[src/rtl/fetch_stage_pkg.sv]
// Shared types and constants for the fetch stage: state encoding, PC step
// sizes, and the instruction-memory range helper.
package fetch_stage_pkg;

  typedef enum logic {
    RUN  = 1'b0,
    HALT = 1'b1
  } fetch_state_t;

  localparam logic [31:0] PC_STEP          = 32'd4;
  localparam logic [31:0] R15_OFFSET       = 32'd8;
  localparam logic [31:0] DEFAULT_RESET_PC = 32'h0000_0000;

  // True when a word index lies inside an instruction memory of 'words' entries.
  function automatic logic word_in_range(input logic [29:0] word_idx,
                                         input int unsigned words);
    return 32'(word_idx) < words;
  endfunction

endpackage

[src/rtl/fetch_pc_reg.sv]
// PC register with next-PC selection, RUN/HALT control and fetch-fault detection.
// Tells the IF/ID register when to capture a new instruction and when to flush.
module fetch_pc_reg
  import fetch_stage_pkg::*;
#(
  parameter logic [31:0] RESET_PC  = DEFAULT_RESET_PC,
  parameter int unsigned MEM_WORDS = 128
) (
  input  logic        CLK,
  input  logic        RESETn,
  input  logic        redirect,
  input  logic [31:0] pc_target,
  input  logic        valid_id,
  input  logic        id_ready,
  output logic [31:0] pc,
  output logic        fault,
  output logic        capture,
  output logic        flush
);

  fetch_state_t state_q, state_d;
  logic [31:0]  pc_q, pc_d;
  logic         fault_q, fault_d;
  logic         advance;

  assign advance = (!valid_id || id_ready) && (state_q == RUN);

  // NOTE: every output of this block gets a default first, so no path leaves a
  // signal unassigned and no latch is inferred.
  always_comb begin
    state_d = state_q;
    pc_d    = pc_q;
    fault_d = fault_q;
    capture = 1'b0;
    flush   = 1'b0;
    if (state_q == RUN) begin
      if (redirect) begin
        // Redirect wins over stall, advance and an out-of-range current PC.
        pc_d  = pc_target;
        flush = 1'b1;
        if (pc_target[1:0] != 2'b00) begin
          fault_d = 1'b1;
          state_d = HALT;
        end
      end else if (!word_in_range(pc_q[31:2], MEM_WORDS)) begin
        fault_d = 1'b1;
        state_d = HALT;
        flush   = 1'b1;
      end else if (advance) begin
        capture = 1'b1;
        pc_d    = pc_q + PC_STEP;
      end
    end
  end

  // NOTE: state registers use non-blocking assignments so every flop samples
  // the pre-edge value of its neighbours.
  always_ff @(posedge CLK) begin
    if (!RESETn) begin
      state_q <= RUN;
      pc_q    <= RESET_PC;
      fault_q <= 1'b0;
    end else begin
      state_q <= state_d;
      pc_q    <= pc_d;
      fault_q <= fault_d;
    end
  end

  assign pc    = pc_q;
  assign fault = fault_q;

endmodule

[src/rtl/fetch_stage.sv]
// Instruction fetch stage: drives the fetch address to an external instruction
// memory and holds the fetched word in the IF/ID register for decode.
module fetch_stage
  import fetch_stage_pkg::*;
#(
  parameter logic [31:0] RESET_PC  = DEFAULT_RESET_PC,
  parameter int unsigned MEM_WORDS = 128
) (
  input  logic        CLK,
  input  logic        RESETn,
  input  logic        Redirect,
  input  logic [31:0] PCTarget,
  input  logic        ID_Ready,
  output logic [31:0] PC_IMEM,
  input  logic [31:0] Instr_IMEM,
  output logic [31:0] Instr_ID,
  output logic [31:0] PC_ID,
  output logic [31:0] PCPlus8_ID,
  output logic        Valid_ID,
  output logic        Fault
);

  logic capture;
  logic flush;

  fetch_pc_reg #(
    .RESET_PC  (RESET_PC),
    .MEM_WORDS (MEM_WORDS)
  ) u_pc_reg (
    .CLK       (CLK),
    .RESETn    (RESETn),
    .redirect  (Redirect),
    .pc_target (PCTarget),
    .valid_id  (Valid_ID),
    .id_ready  (ID_Ready),
    .pc        (PC_IMEM),
    .fault     (Fault),
    .capture   (capture),
    .flush     (flush)
  );

  // NOTE: the IF/ID payload is reset along with Valid_ID so decode never sees
  // stale words after reset; it is a handful of flops, not a memory array.
  always_ff @(posedge CLK) begin
    if (!RESETn) begin
      Instr_ID   <= '0;
      PC_ID      <= '0;
      PCPlus8_ID <= '0;
      Valid_ID   <= 1'b0;
    end else if (capture) begin
      Instr_ID   <= Instr_IMEM;
      PC_ID      <= PC_IMEM;
      PCPlus8_ID <= PC_IMEM + R15_OFFSET;
      Valid_ID   <= 1'b1;
    end else if (flush) begin
      Valid_ID   <= 1'b0;
    end
  end

endmodule

[config.mk]
export PLATFORM = sky130hd
export DESIGN_NAME = fetch_stage
export DESIGN_NICKNAME = d
export VERILOG_FILES = /design/src/rtl/fetch_stage_pkg.sv /design/src/rtl/fetch_pc_reg.sv /design/src/rtl/fetch_stage.sv
export SDC_FILE = /design/constraint.sdc
export NUM_CORES = 1
export LEC_CHECK = 0
export BUFFER_PORTS_ARGS = -buffer_cell sky130_fd_sc_hd__buf_2
export CAP_MARGIN = 5
export CORE_MARGIN = 3
export CORE_UTILIZATION = 56
export CTS_BUF_LIST = sky130_fd_sc_hd__clkbuf_4 sky130_fd_sc_hd__clkbuf_8
export CTS_CLUSTER_DIAMETER = 80
export DETAILED_ROUTE_END_ITERATION = 8
export HOLD_SLACK_MARGIN = 0.05
export PLACE_DENSITY = 0.88
export SYNTH_ARGS = -nofsm -noshare
export SYNTH_HDL_FRONTEND = slang
export SYNTH_HIERARCHICAL = 1
export SYNTH_SLANG_ARGS = --single-unit
[constraint.sdc]
create_clock -name CLK -period 4.1 [get_ports CLK]
set_input_delay 0.205 -clock CLK [delete_from_list [all_inputs] [get_ports CLK]]
set_output_delay 0.205 -clock CLK [all_outputs]
set_load 0.01 [all_outputs]
== Yosys cells after proc, flatten, opt, wreduce, memory -nomap -nowiden ==
Cells that the tools add are included.

* RAM bits: 0
* Output and inout port bits: 130
* Latch bits: 0
* Flip-flop bits (word level): 131
* Bits in read-only memories: 0
* Bits of input ports: 68
* Memories kept: 0

* Div/mod/pow operators: 0
* Multipliers: 0
* Reduce and logical (&&, ||, !) cells: 9
* Order comparisons: 1
* Multiplexer cells: 18
* Bitwise logic cells: 1
* Shift operators: 0
* $add $sub $neg: 2
* Eq/ne operators: 2

{| class="wikitable"
|+ Operators with widths
! cell !! number
|-
| $mux 32 || 3
|-
| $add 32x3->32 const B || 1
|-
| $add 32x4->32 const B || 1
|-
| $lt 30x8->1 const B || 1
|-
| $mux 1 || 15
|-
| $reduce_bool 2->1 || 4
|-
| $reduce_and 3->1 || 2
|-
| $ne 2x1->1 const B || 1
|-
| $ne 2x2->1 const B || 1
|-
| $logic_and 1x1->1 || 1
|-
| $logic_not 1->1 || 1
|-
| $logic_or 1x1->1 || 1
|-
| $not 1->1 || 1
|}

== Depth between registers and ports, before layout ==
* Word-level depth: 8
* Depth in mapped cells: 10
* Gate-level depth less buffers: 8

== Modules after synthesis ==
Netlist, hierarchy kept.

{| class="wikitable"
|+ By module, submodules not included
! module !! times used !! area an instance (µm²) !! cells each
|-
| fetch_stage || 1 || 3940.0 || 431
|-
| fetch_pc_reg || 1 || 1815.5 || 230
|}

== Least setup slack after synthesis ==
OpenSTA, ideal clock, no wires.

* Kind: reg-to-reg
* Start point: reg u_pc_reg.pc_q[10] (netlist: u_pc_reg/pc[10])
* End point: reg PC_ID[10]
* Setup slack: 1.332 ns
* Arrival: 2.641 ns
* Library setup time: 0.128 ns
* Clock period less this slack: 2.768 ns
* Buffers on the path: 3
* Cell stages (with the launch flop): 10
* Cell sequence: dfxtp_1 -> nor4_1 -> nand4_1 -> nor3_1 -> nor3b_1 -> clkbuf_8 -> clkbuf_1 -> clkbuf_1 -> mux2i_1 -> nor2_1

* Word-level cells in the longest chain between the ends: 4

{| class="wikitable"
|+ Ends and longest elaborated chain
! item !! RTL line !! text
|-
| from (decl) || fetch_pc_reg.sv:22 || <nowiki>logic [31:0] pc_q, pc_d;</nowiki>
|-
| from (signal assigned) || fetch_pc_reg.sv:65 || <nowiki>pc_q <= pc_d;</nowiki>
|-
| $lt 30x8->1 || fetch_stage_pkg.sv:17 || <nowiki>return 32'(word_idx) < words;</nowiki>
|-
| $mux 1 || fetch_pc_reg.sv:45 || <nowiki>end else if (!word_in_range(pc_q[31:2], MEM_WORDS)) begin</nowiki>
|-
| $mux 1 || fetch_pc_reg.sv:37 || <nowiki>if (redirect) begin</nowiki>
|-
| $mux 1 || fetch_pc_reg.sv:36 || <nowiki>if (state_q == RUN) begin</nowiki>
|-
| named net capture || fetch_stage.sv:23 || <nowiki>logic capture;</nowiki>
|-
| to (signal assigned) || fetch_stage.sv:47 || <nowiki>PC_ID <= '0;</nowiki>
|-
| to (signal assigned) || fetch_stage.sv:52 || <nowiki>PC_ID <= PC_IMEM;</nowiki>
|-
| to (decl) || fetch_stage.sv:17 || <nowiki>output logic [31:0] PC_ID,</nowiki>
|}

The timed path passes the listed nets, and every way through them passes these cells.
A chain may end at the register's enable or synchronous reset.

== Final worst setup path ==
* Start point: reg u_pc_reg.pc_q[10] (netlist: u_pc_reg/pc[10])
* End point: reg PCPlus8_ID[26]

* Word-level cells in the longest chain between the ends: 4
* Elaborated cells on any way between the ends: 5
* Those cells by class: add/sub (1); order compare (1); mux (3)

{| class="wikitable"
|+ Ends and longest elaborated chain
! item !! RTL line !! text
|-
| $lt 30x8->1 || fetch_stage_pkg.sv:17 ||
|-
| $mux 1 || fetch_pc_reg.sv:45 ||
|-
| $mux 1 || fetch_pc_reg.sv:37 ||
|-
| $mux 1 || fetch_pc_reg.sv:36 ||
|-
| named net capture || fetch_stage.sv:23 ||
|-
| to (signal assigned) || fetch_stage.sv:53 || <nowiki>PCPlus8_ID <= PC_IMEM + R15_OFFSET;</nowiki>
|-
| to (decl) || fetch_stage.sv:18 || <nowiki>output logic [31:0] PCPlus8_ID,</nowiki>
|}

The timed path passes the listed nets, and every way through them passes these cells.

==> out/results.md <==
* dominant register cell in the synthesized netlist: sky130_fd_sc_hd__dfxtp_1
* number of antenna violations at the first check in global routing: 0
* Post-Syn Instances: 661
* YS warnings: 6
* Tightest Pin Transition: 0.924 ns
* register bit count reported by yosys: 128
* Placed Area: 6720 µm²
* synthesized netlist net count: 731
* vias in the first global route: 6172
* wire length of the first global-routing pass: 30.9 mm
* area growth from synthesis to final layout: 30.0%
* unrepaired setup endpoints after global routing: false
* CTS H-tree depth: 4
* Placed Instances: 948
* number of buffers created by CTS: 17
* Unique masters post-synth: 58
* number of search-and-repair iterations in the first detailed-routing pass: 5
* routed wire length: 19.5 mm
* core area: 9860 µm²
* Post-CTS Resized: 0
* clock slew at reported path FFs: 0.08 ns
* die outline area: 11500 µm²
* P_int: 0.00191 W
* Die Width: 107 µm
* Design Power: 0.00273 W
* share of layout cells above drive strength 1: 0.276
* CP Cell Sequence: nor4_1 > nand4_1 > nor3_1 > nor3b_2 > clkinv_1 > or3_1 > nor3_1 > a311o_1
* shortest clock period the worst path allows after layout: 3.22 ns
* ANT nets after route: 0
* routed length per placed instance: 19.1 µm
* CP arrival: 3.60 ns
* effective utilization at floorplan: 0.583
* max-capacitance violation count: 0
* buffer depth of the longest clock path: 2
* most common library cell in the layout ignoring fill and taps: sky130_fd_sc_hd__buf_2
* CTS tree: yes
* largest fanout on the critical path: 17
* antenna diode count: 0
* worst-skew pair later-pin latency: 0.44 ns
* sequential fraction of the synthesis area: 0.445
* post-detailed-placement half-perimeter wirelength: 12.6 mm
* total congestion overflow: 0
* IR Drop Worst-Case VDD: 0.000243 V
* Iteration-0 DRC Markers: 671
* cell leakage power: 3.11 nW
* number of sinks on the clock net: 128
* area occupied by registers: 2560 µm²
* worst hold slack across all endpoints: 0.0831 ns
* maximum number of pins on one net before global-route repair: 115
* final weighted congestion in routability-driven placement: 0.919
* Async S/R FF share, synth: 0
* setup tns final: 0 ns
* final net count: 944
* Setup crit end kind: flip-flop
* class of the tightest hold or removal check: in -> reg
* Boundary Pins: 198
* critical path's slowest cell: sky130_fd_sc_hd__or3_1
* CTS Root Buffer Type: sky130_fd_sc_hd__clkbuf_8
* mean area per synthesized cell: 8.71 µm²
* fraction of power spent switching nets: 0.302
* worst path required time: 4.48 ns
* final hold violation count: 0
* critical path's largest stage delay: 0.50 ns
* filler-free cell count of the finished design: 1020
* area taken by multi-input logic gates: 2930 µm²
* post-DR vias/cell: 6.07
* startpoint-to-endpoint class of the critical path: reg -> reg
* Cell Area, Synth: 5760 µm²
* worst-case clock skew: 0.0120 ns
* number of enable flip-flop cells after synthesis: 0
* Final Max Tran Viols: 0
* final design instance area without fill: 7480 µm²
* power per cell area: 365 nW/µm²
* status: finished, final reports clean
* element type at the critical path start: flip-flop
* Port-buffer cells: 197
* switching power summed over all nets: 0.000826 W
* std cell rows: 36
* Final Cycle Share: 0.785
* Die Y: 107 µm
* Worst slew margin: 0.382
* remaining design rule violation count: 0
* Reg power frac: 0.505
* leading cell types in the layout, fill and taps excluded: 197 x sky130_fd_sc_hd__buf_2, 128 x sky130_fd_sc_hd__dfxtp_1, 81 x sky130_fd_sc_hd__nor2_1
* share of power burned in the clock network: 0.360
* count of vias placed by the detailed router: 6196
* CP most frequent cell: sky130_fd_sc_hd__nor3_1
* number of fill cells: 722
* share of total power in combinational logic: 0.135
* global-route total usage across every layer: 0.337
* highest achievable clock rate: 311 MHz
* final-report setup violation count: 0
==> critical path, delay by kind of cell (launching register included) <==
family | cells | cell delay [ns]
buf+inv | 1 | 0.47
compound gates | 1 | 0.14
flops | 1 | 0.46
simple gates | 6 | 2.08
==> Yosys cell counts, types with 4 or more instances <==
master | number | area [µm²]
sky130_fd_sc_hd__dfxtp_1 | 128 | 2560
sky130_fd_sc_hd__nor2_1 | 81 | 304
sky130_fd_sc_hd__mux2i_1 | 61 | 611
sky130_fd_sc_hd__nand2_1 | 59 | 221
sky130_fd_sc_hd__a21oi_1 | 40 | 200
sky130_fd_sc_hd__o21ai_0 | 38 | 190
sky130_fd_sc_hd__clkbuf_1 | 33 | 124
sky130_fd_sc_hd__nand3_1 | 25 | 125
sky130_fd_sc_hd__nor3_1 | 23 | 115
sky130_fd_sc_hd__nand4_1 | 16 | 100
sky130_fd_sc_hd__and3_1 | 10 | 62.6
sky130_fd_sc_hd__nor4_1 | 10 | 62.6
sky130_fd_sc_hd__xnor2_1 | 10 | 87.6
sky130_fd_sc_hd__a211oi_1 | 9 | 67.6
sky130_fd_sc_hd__o31ai_1 | 9 | 67.6
sky130_fd_sc_hd__a22o_1 | 8 | 70.1
sky130_fd_sc_hd__inv_1 | 8 | 30.0
sky130_fd_sc_hd__a31oi_1 | 6 | 37.5
sky130_fd_sc_hd__and2_1 | 6 | 37.5
sky130_fd_sc_hd__or3_1 | 6 | 37.5
sky130_fd_sc_hd__and4_1 | 5 | 43.8
sky130_fd_sc_hd__buf_4 | 5 | 37.5
sky130_fd_sc_hd__nor3b_1 | 5 | 37.5
sky130_fd_sc_hd__nand2b_1 | 4 | 25.0
sky130_fd_sc_hd__o21a_1 | 4 | 30.0
==> final timing paths <==
| path | start | end | slack (ns) | cells past startpoint |
|---|---|---|---|---|
| worst max-delay path | u_pc_reg/pc[10] | PCPlus8_ID[26] | 0.88 | 8 |
| worst min-delay path | PCTarget[20] | u_pc_reg/pc[20] | 0.08 | 3 |
| worst max register to register | u_pc_reg/pc[10] | PCPlus8_ID[26] | 0.88 | 8 |
| worst min register to register | u_pc_reg/fault | u_pc_reg/fault | 0.46 | 1 |
==> power groups by stage <==
stage               logic (W)  clock network (W)  registers [W]
detailed placement   0.000329                  0        0.00140
global route         0.000400            0.00104        0.00139
finish               0.000369           0.000982        0.00138
CTS                  0.000360           0.000992        0.00138
global placement     0.000318                  0        0.00140
floorplan            0.000191                  0        0.00140
==> metal layers <==
layer	share of wire	vias to the layer above	wire (µm)	GRT usage
met5	0	-	0	0
met4	0.030	0	590	0.129
met3	0.11	79	2180	0.0894
met2	0.50	435	9710	0.568
met1	0.36	2870	7040	0.411
li1	-	2812	-	-
==> stage by stage <==
step,util,setup slack [ns]
2_1_floorplan,-,1.33
3_3_place_gp,0.681,1.19
3_5_place_dp,0.681,1.05
4_1_cts,0.759,1.03
5_1_grt,0.759,0.671
6_report,0.759,0.880
==> cells by family after synthesis <==
group                    count (synthesis)  synth area share
AND/OR/NAND/NOR                        266             0.228
AO/OA/AOI/OAI                          135             0.150
flip-flops                             128             0.445
multiplexers                            61             0.106
buffers and inverters                   56            0.0459
XOR/XNOR                                13            0.0198
adder cells (fa/ha/maj)                  2           0.00435
==> flip-flops by register name (all words and copies together), names as in the netlist <==
signal / count
Instr_ID: 32
PCPlus8_ID: 29
PC_ID: 32
Valid_ID: 1
u_pc_reg/fault: 1
u_pc_reg/pc: 32
u_pc_reg/state_q: 1
==> cell type report <==
class                      instances  share of cell area
multi-input combinational        477               0.392
sequential                       128               0.342
timing repair buffer             240               0.190
clock buffer                      19              0.0341
tap                              133              0.0222
clock inverter                    13              0.0142
inverter                          10             0.00502
==> what timing repair did <==
action | CTS | global route
hold buffers | 40 | 0
buffers inserted | 0 | 0
endpoints found under the hold margin | 40 | 0
Note: power is estimated with default switching activity, not from simulation.
